--- config.mk ---
export PLATFORM = sky130hd
export DESIGN_NAME = j1_io_arbiter
export DESIGN_NICKNAME = d
export VERILOG_FILES = /design/src/rtl/j1_io_pkg.sv /design/src/rtl/j1_io_arbiter.sv
export SDC_FILE = /design/constraint.sdc
export NUM_CORES = 1
export LEC_CHECK = 0
export CORE_MARGIN = 3
export CORE_UTILIZATION = 40
export CTS_CLUSTER_SIZE = 8
export DETAILED_ROUTE_END_ITERATION = 8
export PLACE_DENSITY = 0.77
export SLEW_MARGIN = 5
export SYNTH_ARGS = -nofsm -noshare
export SYNTH_HDL_FRONTEND = slang
export SYNTH_SLANG_ARGS = --single-unit
--- constraint.sdc ---
create_clock -name sys_clk_i -period 2.1 [get_ports sys_clk_i]
set_clock_uncertainty 0.05 [all_clocks]
set_input_delay 0.315 -clock sys_clk_i [delete_from_list [all_inputs] [get_ports sys_clk_i]]
set_output_delay 0.315 -clock sys_clk_i [all_outputs]
set_load 0.03 [all_outputs]
--- src/rtl/j1_io_pkg.sv ---
// j1 IO arbiter shared types: host FSM states,
// read-owner encoding and default bus widths.
package j1_io_pkg;

  localparam int AW_DEF = 16;
  localparam int DW_DEF = 16;

  typedef enum logic [1:0] {
    H_IDLE   = 2'd0,
    H_WR_ACK = 2'd1,
    H_RD_ISS = 2'd2,
    H_RD_ACK = 2'd3
  } h_state_e;

  localparam logic OWN_J1   = 1'b0;
  localparam logic OWN_HOST = 1'b1;

  function automatic logic [15:0] sat_inc(
    input logic [15:0] v,
    input logic [15:0] lim
  );
    return (v >= lim) ? lim : v + 16'd1;
  endfunction

endpackage

--- src/rtl/j1_io_arbiter.sv ---
// Shares the j1 IO bus with a host port; j1 never
// stalls, host fills idle cycles via req/ack.
module j1_io_arbiter
  import j1_io_pkg::*;
#(
  parameter int AW           = AW_DEF,
  parameter int DW           = DW_DEF,
  parameter int STARVE_LIMIT = 255
) (
  input  logic          sys_clk_i,
  input  logic          sys_rst_i,
  input  logic          j1_io_rd,
  input  logic          j1_io_wr,
  input  logic [AW-1:0] j1_io_addr,
  input  logic [DW-1:0] j1_io_dout,
  output logic [DW-1:0] j1_io_din,
  input  logic          host_req,
  input  logic          host_we,
  input  logic [AW-1:0] host_addr,
  input  logic [DW-1:0] host_wdata,
  output logic          host_ack,
  output logic [DW-1:0] host_rdata,
  output logic          host_starve,
  output logic          per_rd,
  output logic          per_wr,
  output logic [AW-1:0] per_addr,
  output logic [DW-1:0] per_wdata,
  input  logic [DW-1:0] per_rdata
);

  localparam logic [15:0] LIM = 16'(STARVE_LIMIT);

  h_state_e    state_q;
  h_state_e    state_d;
  logic        j1_act;
  logic        j1_rd_eff;
  logic        host_pend;
  logic        grant;
  logic        blocked;
  logic        rd_owner;
  logic [15:0] starve_cnt;
  logic [15:0] cnt_inc;

  assign j1_act    = j1_io_rd | j1_io_wr;
  // a dual strobe is treated as a write only
  assign j1_rd_eff = j1_io_rd & ~j1_io_wr;
  assign host_pend = (state_q == H_IDLE) & host_req;
  assign grant     = host_pend & ~j1_act;
  assign blocked   = host_pend & j1_act;
  assign cnt_inc   = sat_inc(starve_cnt, LIM);

  always_ff @(posedge sys_clk_i) begin
    if (sys_rst_i) state_q <= H_IDLE;
    else           state_q <= state_d;
  end

  always_comb begin
    state_d = state_q;
    unique case (state_q)
      H_IDLE: begin
        if (grant)
          state_d = host_we ? H_WR_ACK : H_RD_ISS;
      end
      H_WR_ACK: state_d = H_IDLE;
      H_RD_ISS: state_d = H_RD_ACK;
      H_RD_ACK: state_d = H_IDLE;
      default:  state_d = H_IDLE;
    endcase
  end

  always_comb begin
    host_ack = (state_q == H_WR_ACK) |
               (state_q == H_RD_ACK);
  end

  always_ff @(posedge sys_clk_i) begin
    if (sys_rst_i) begin
      per_rd    <= 1'b0;
      per_wr    <= 1'b0;
      per_addr  <= '0;
      per_wdata <= '0;
      rd_owner  <= OWN_J1;
    end else begin
      unique case (1'b1)
        j1_act: begin
          per_rd    <= j1_rd_eff;
          per_wr    <= j1_io_wr;
          per_addr  <= j1_io_addr;
          per_wdata <= j1_io_dout;
          rd_owner  <= OWN_J1;
        end
        grant: begin
          per_rd    <= ~host_we;
          per_wr    <= host_we;
          per_addr  <= host_addr;
          per_wdata <= host_wdata;
          rd_owner  <= OWN_HOST;
        end
        default: begin
          per_rd <= 1'b0;
          per_wr <= 1'b0;
        end
      endcase
    end
  end

  // read data follows the owner captured with per_rd
  always_ff @(posedge sys_clk_i) begin
    if (sys_rst_i) begin
      j1_io_din  <= '0;
      host_rdata <= '0;
    end else if (per_rd) begin
      if (rd_owner == OWN_HOST) host_rdata <= per_rdata;
      else                      j1_io_din  <= per_rdata;
    end
  end

  always_ff @(posedge sys_clk_i) begin
    if (sys_rst_i) begin
      starve_cnt  <= '0;
      host_starve <= 1'b0;
    end else if (grant) begin
      starve_cnt  <= '0;
      host_starve <= 1'b0;
    end else if (blocked) begin
      starve_cnt <= cnt_inc;
      if (cnt_inc == LIM) host_starve <= 1'b1;
    end
  end

endmodule

# Word-level counts from Yosys, hierarchy flattened
# Cells that the tools add are included.
# word_totals
ff_bits	86
in_bits	86
output_inout_bits	68
word_cells	43
# classes
add_sub_neg	1
order_cmp	1
n_eq_ne	5
n_mux	9
n_bitwise	10
reduce_logical	7
# op_table
operator	n
16-bit case mux with 2 select lines	2
16-bit by 1-bit adder with 16-bit output (second input constant)	1
16-bit by 8-bit == test with 1-bit output (second input constant)	1
16-bit by 8-bit greater-or-equal comparator with 1-bit output (second input constant)	1
16-bit 2-to-1 mux	1
1-bit case mux with 2 select lines	3
2-bit case mux with 3 select lines	1
2-bit AND reduction	3
1-bit AND	4
2-bit == test (second input constant)	2
2-bit 2-to-1 mux	2
1-bit NOT	4
2-bit OR reduction	2
2-bit by 1-bit == test with 1-bit output (second input constant)	1
2-bit logical NOT	1
2-bit != test (second input constant)	1
1-bit OR	2
2-bit nonzero test	1

# Longest topological paths before layout
# Gate-level depths: netlist of the first run.
# depth
depth_word	5
ltp_mapped	7
ltp_nobuf	6

# Worst setup path before layout of the first run
# No wires, ideal clock.
# synth_path
path_type	register -> register
startpoint	register starve_cnt[0]
endpoint	register starve_cnt[3]
setup_ns	0.103
t_arrival_ns	1.455
setup_slack_ns	0.491
path_stages_with_launch	7
path_buffers	0
period_less_slack_ns	1.609
path_cell_list	dfxtp_1 ha_1 and3_1 nand2_2 o21bai_4 o21ai_1 a2111oi_2
# synth_via
elab_chain_len	2
word_cells_on_any_way	3
classes_between	add/sub (1); order compare (1); mux (1)
# synth_rtl
item	line	source
start, declared	j1_io_arbiter.sv:41	logic [15:0] starve_cnt;
start signal, assigned	j1_io_arbiter.sv:126	starve_cnt <= cnt_inc;
16-bit by 1-bit adder with 16-bit output or 16-bit by 8-bit greater-or-equal comparator with 1-bit output (tied branches)	j1_io_pkg.sv:22	return (v >= lim) ? lim : v + 16'd1;
16-bit 2-to-1 mux (*)	j1_io_pkg.sv:22	
# Mark *: on every way between the ends. The rest lies on a longest branch, timed or not.
# A chain may end at the register's enable or synchronous reset.

# Final worst setup path of the first run
# layout_path
startpoint	register state_q[0]
endpoint	output host_ack
# layout_via
elab_chain_len	2
word_cells_on_any_way	3
classes_between	eq/ne (2); bitwise (1)
# layout_rtl
item	line	source
start, declared	j1_io_arbiter.sv:33	h_state_e state_q;
start signal, assigned	j1_io_arbiter.sv:54	else state_q <= state_d;
2-bit by 1-bit == test with 1-bit output or 2-bit == test (tied branches)	j1_io_arbiter.sv:72, j1_io_arbiter.sv:73	
1-bit OR (*)	j1_io_arbiter.sv:72	host_ack = (state_q == H_WR_ACK) |
end, declared	j1_io_arbiter.sv:21	output logic host_ack,
# Marks and branches as above.

==> impl_metrics.ini, run 1 <==
[yosys]
yosysSeqAreaShare = 0.500
syn-cell-area_um2 = 3440
synth-adder-area-share = 0.00363
synth.yosys.warnings = 0
postSynthRegisterBits = 86
syn-mean-instance-area_um2 = 7.90
post_synth_num_cell_types = 32
post_synth_mux_area_share = 0
synthSimpleGateAreaFrac = 0.250
postSynthCellCount = 436
mappedNetlistNets = 523
synth_xor_xnor_area_share = 0.00763
share_of_the_synthesized_area_in_compound_gates_ao_oa_aoi_oai = 0.188
synth_top_family_by_area = simple AND/OR/NAND/NOR gates

[critical_path]
crit_path_start_kind = flop
worst-endpoint-required_ps = 1740
cpMaxStageDelayCell = clkdlybuf4s50_1
path_cells = clkdlybuf4s50_1
critical_path.max_fanout = 4
worstPathArrival_ps = 1450
critical_path_buf_inv_count = 1
worstSetupPathType = reg2out
cpLargestDelayFamily = buffers and inverters
end_kind = primary output
cp_slowest_stage_delay_ps = 720

[sta]
max_freq_mhz = 550
slew_headroom = 0.572
timing.setup.tns_ps = 0
setup_violations = 0
final.min_clock_period_ps = 1820
finalHoldViolations = 0
final-max-slew-violation-count = 0
rsz0062_at_grt = false
period_share = 0.866
worst_pin_slew_ps = 642

[route]
drtPass1Iterations = 4
detail_route.wl_per_cell_um = 14.5
drt-initial-drc-count = 133
drcViolationCount = 0
vias_per_cell = 5.16
postRouteAntennaNets = 0
finalWirelength_um = 9940
count_of_vias_placed_by_the_detailed_router = 3543

[cells_and_area]
layout-drive-gt1-share = 0.0653
mostFrequentLayoutCells = clkdlybuf4s50_1 (152), nand2_1 (139), dfxtp_1 (86), nor2_1 (40), a21oi_1 (39)
filler_cell_count = 739
area.growth.synth_to_final_pct = 52.8
mostFrequentLayoutCell = clkdlybuf4s50_1
layout.nets = 664
antenna_cells = 0

[clock_tree]
clkSinkCount = 86
cts_tree = done
worst_skew_pair.late_latency_ps = 350
clock_buffers_created_by_tritoncts = 9
root_driver = clkbuf_8
clock_path_buffers = 2
clk_pin_slew_ps = 90
cts_hold_buffers = 0
cts.repair.resized = 0
h-tree-depth = 3
cts_setup_buffers = 0

[min_path]
hold_path.class = in2reg

[floorplan]
dieArea_um2 = 9760
ios = 154
die_w_um = 98.8
die_y_um = 98.8
num_rows = 33
coreArea_um2 = 8300
initial_utilization = 0.415

[global_route]
grt_first_pass_wirelength_um = 16200
via_count_of_the_first_global_routing_pass = 3568
grt_antenna_before_repair = 0
global_route.overflow_total = 0
pin_count_of_the_biggest_net_entering_global_routing = 49
grt_util_all_layers = 0.201

[power]
report.power.total_w = 0.00358
p_leak_nw = 1.88
worst_ir_drop_vdd_uv = 308
cellPowerDensity_nw_per_um2 = 680

[placement]
place.gp.congestion = 0.801
port_bufs = 153
place.detailed.hpwl_um = 7280

[outcome]
run_status = finished clean

[run]
max_cap_viols = 0
## through the flow
step	util	instances	area (um^2)	hold slack [ps]	setup slack [ps]
after floorplan	-	436	3440	344	491
after global placement	0.610	671	5060	391	289
after detailed placement	0.610	671	5060	395	217
after CTS	0.634	687	5260	219	261
after global routing	0.634	687	5260	225	156
final	0.634	687	5260	225	282
## per-layer routing
layer	wire [um]	track usage	up-vias
li1	-	-	1759
met3	1030	0.0757	16
met5	0	0	-
met2	4450	0.329	155
met4	159	0.0651	0
met1	4300	0.245	1613
## kinds of logic after synthesis
family                   after synthesis
AO/OA/AOI/OAI                         93
XOR/XNOR                               3
AND/OR/NAND/NOR                      211
adder cells (fa/ha/maj)                1
buffers and inverters                 42
flip-flops                            86
## cell type report
class	count	area (um^2)	share of cell area
sequential	86	1720	0.327
timing repair buffer	164	1620	0.308
multi-input combinational	308	1560	0.296
tap	105	131	0.0250
clock buffer	9	124	0.0235
clock inverter	7	77.6	0.0147
inverter	8	30.0	0.00571
## state kept, by name, summed over array words and instances (netlist names)
signal	count
host_rdata	16
per_rd	1
host_starve	1
state_q	2
per_wr	1
starve_cnt	16
per_wdata	16
j1_io_din	16
per_addr	16
rd_owner	1
## power breakdown
part / switching (W) / internal, W
Combinational: 0.000345 / 0.000321
Sequential: 0.0000402 / 0.00170
Clock: 0.000614 / 0.000565
## synth_stat cells, drive strengths merged
cell / number / area share
a311oi: 34 / 0.086
nor2: 41 / 0.045
a221oi: 2 / 0.0087
nor3b: 1 / 0.0022
o21ai: 13 / 0.021
nand2: 140 / 0.15
nand4: 3 / 0.0055
clkbuf: 22 / 0.024
nor3: 6 / 0.0087
dfxtp: 86 / 0.50
xor2: 1 / 0.0025
and3b: 1 / 0.0025
or2: 1 / 0.0018
nor2b: 1 / 0.0018
ha: 1 / 0.0036
a2111oi: 1 / 0.0044
and2: 8 / 0.015
a31oi: 3 / 0.0055
buf: 12 / 0.018
nor4: 3 / 0.0055
nand2b: 1 / 0.0018
a21oi: 39 / 0.057
inv: 8 / 0.0087
nand3: 4 / 0.0058
o21bai: 1 / 0.0055
and3: 1 / 0.0018
xnor2: 2 / 0.0051
## worst paths after layout
path	start	endpoint	slack, ps	depth (start not counted)
setup / recovery	state_q[0]	host_ack	280	1
hold / removal	sys_rst_i	starve_cnt[0]	220	2
setup reg to reg	starve_cnt[0]	starve_cnt[3]	280	6
hold reg to reg	host_rdata[6]	host_rdata[6]	410	2
## worst reg2reg max path, cell delays in order (launching register included)
cell	delay [ps]
dfxtp_1	420
ha_1	280
and3_1	220
nand2_2	90
o21bai_4	210
o21ai_1	110
a2111oi_2	340
(Power assumes the default switching activity.)
==> run 2, diff against run 1 <==
--- a/config.mk
+++ b/config.mk
@@ -10,6 +10,7 @@
 export CTS_CLUSTER_SIZE = 8
 export DETAILED_ROUTE_END_ITERATION = 8
 export PLACE_DENSITY = 0.77
+export SKIP_CTS_REPAIR_TIMING = 1
 export SLEW_MARGIN = 5
 export SYNTH_ARGS = -nofsm -noshare
 export SYNTH_HDL_FRONTEND = slang
==> results of run 2 <==
The final DEF is identical to that of run 1; final timing and power are the same.
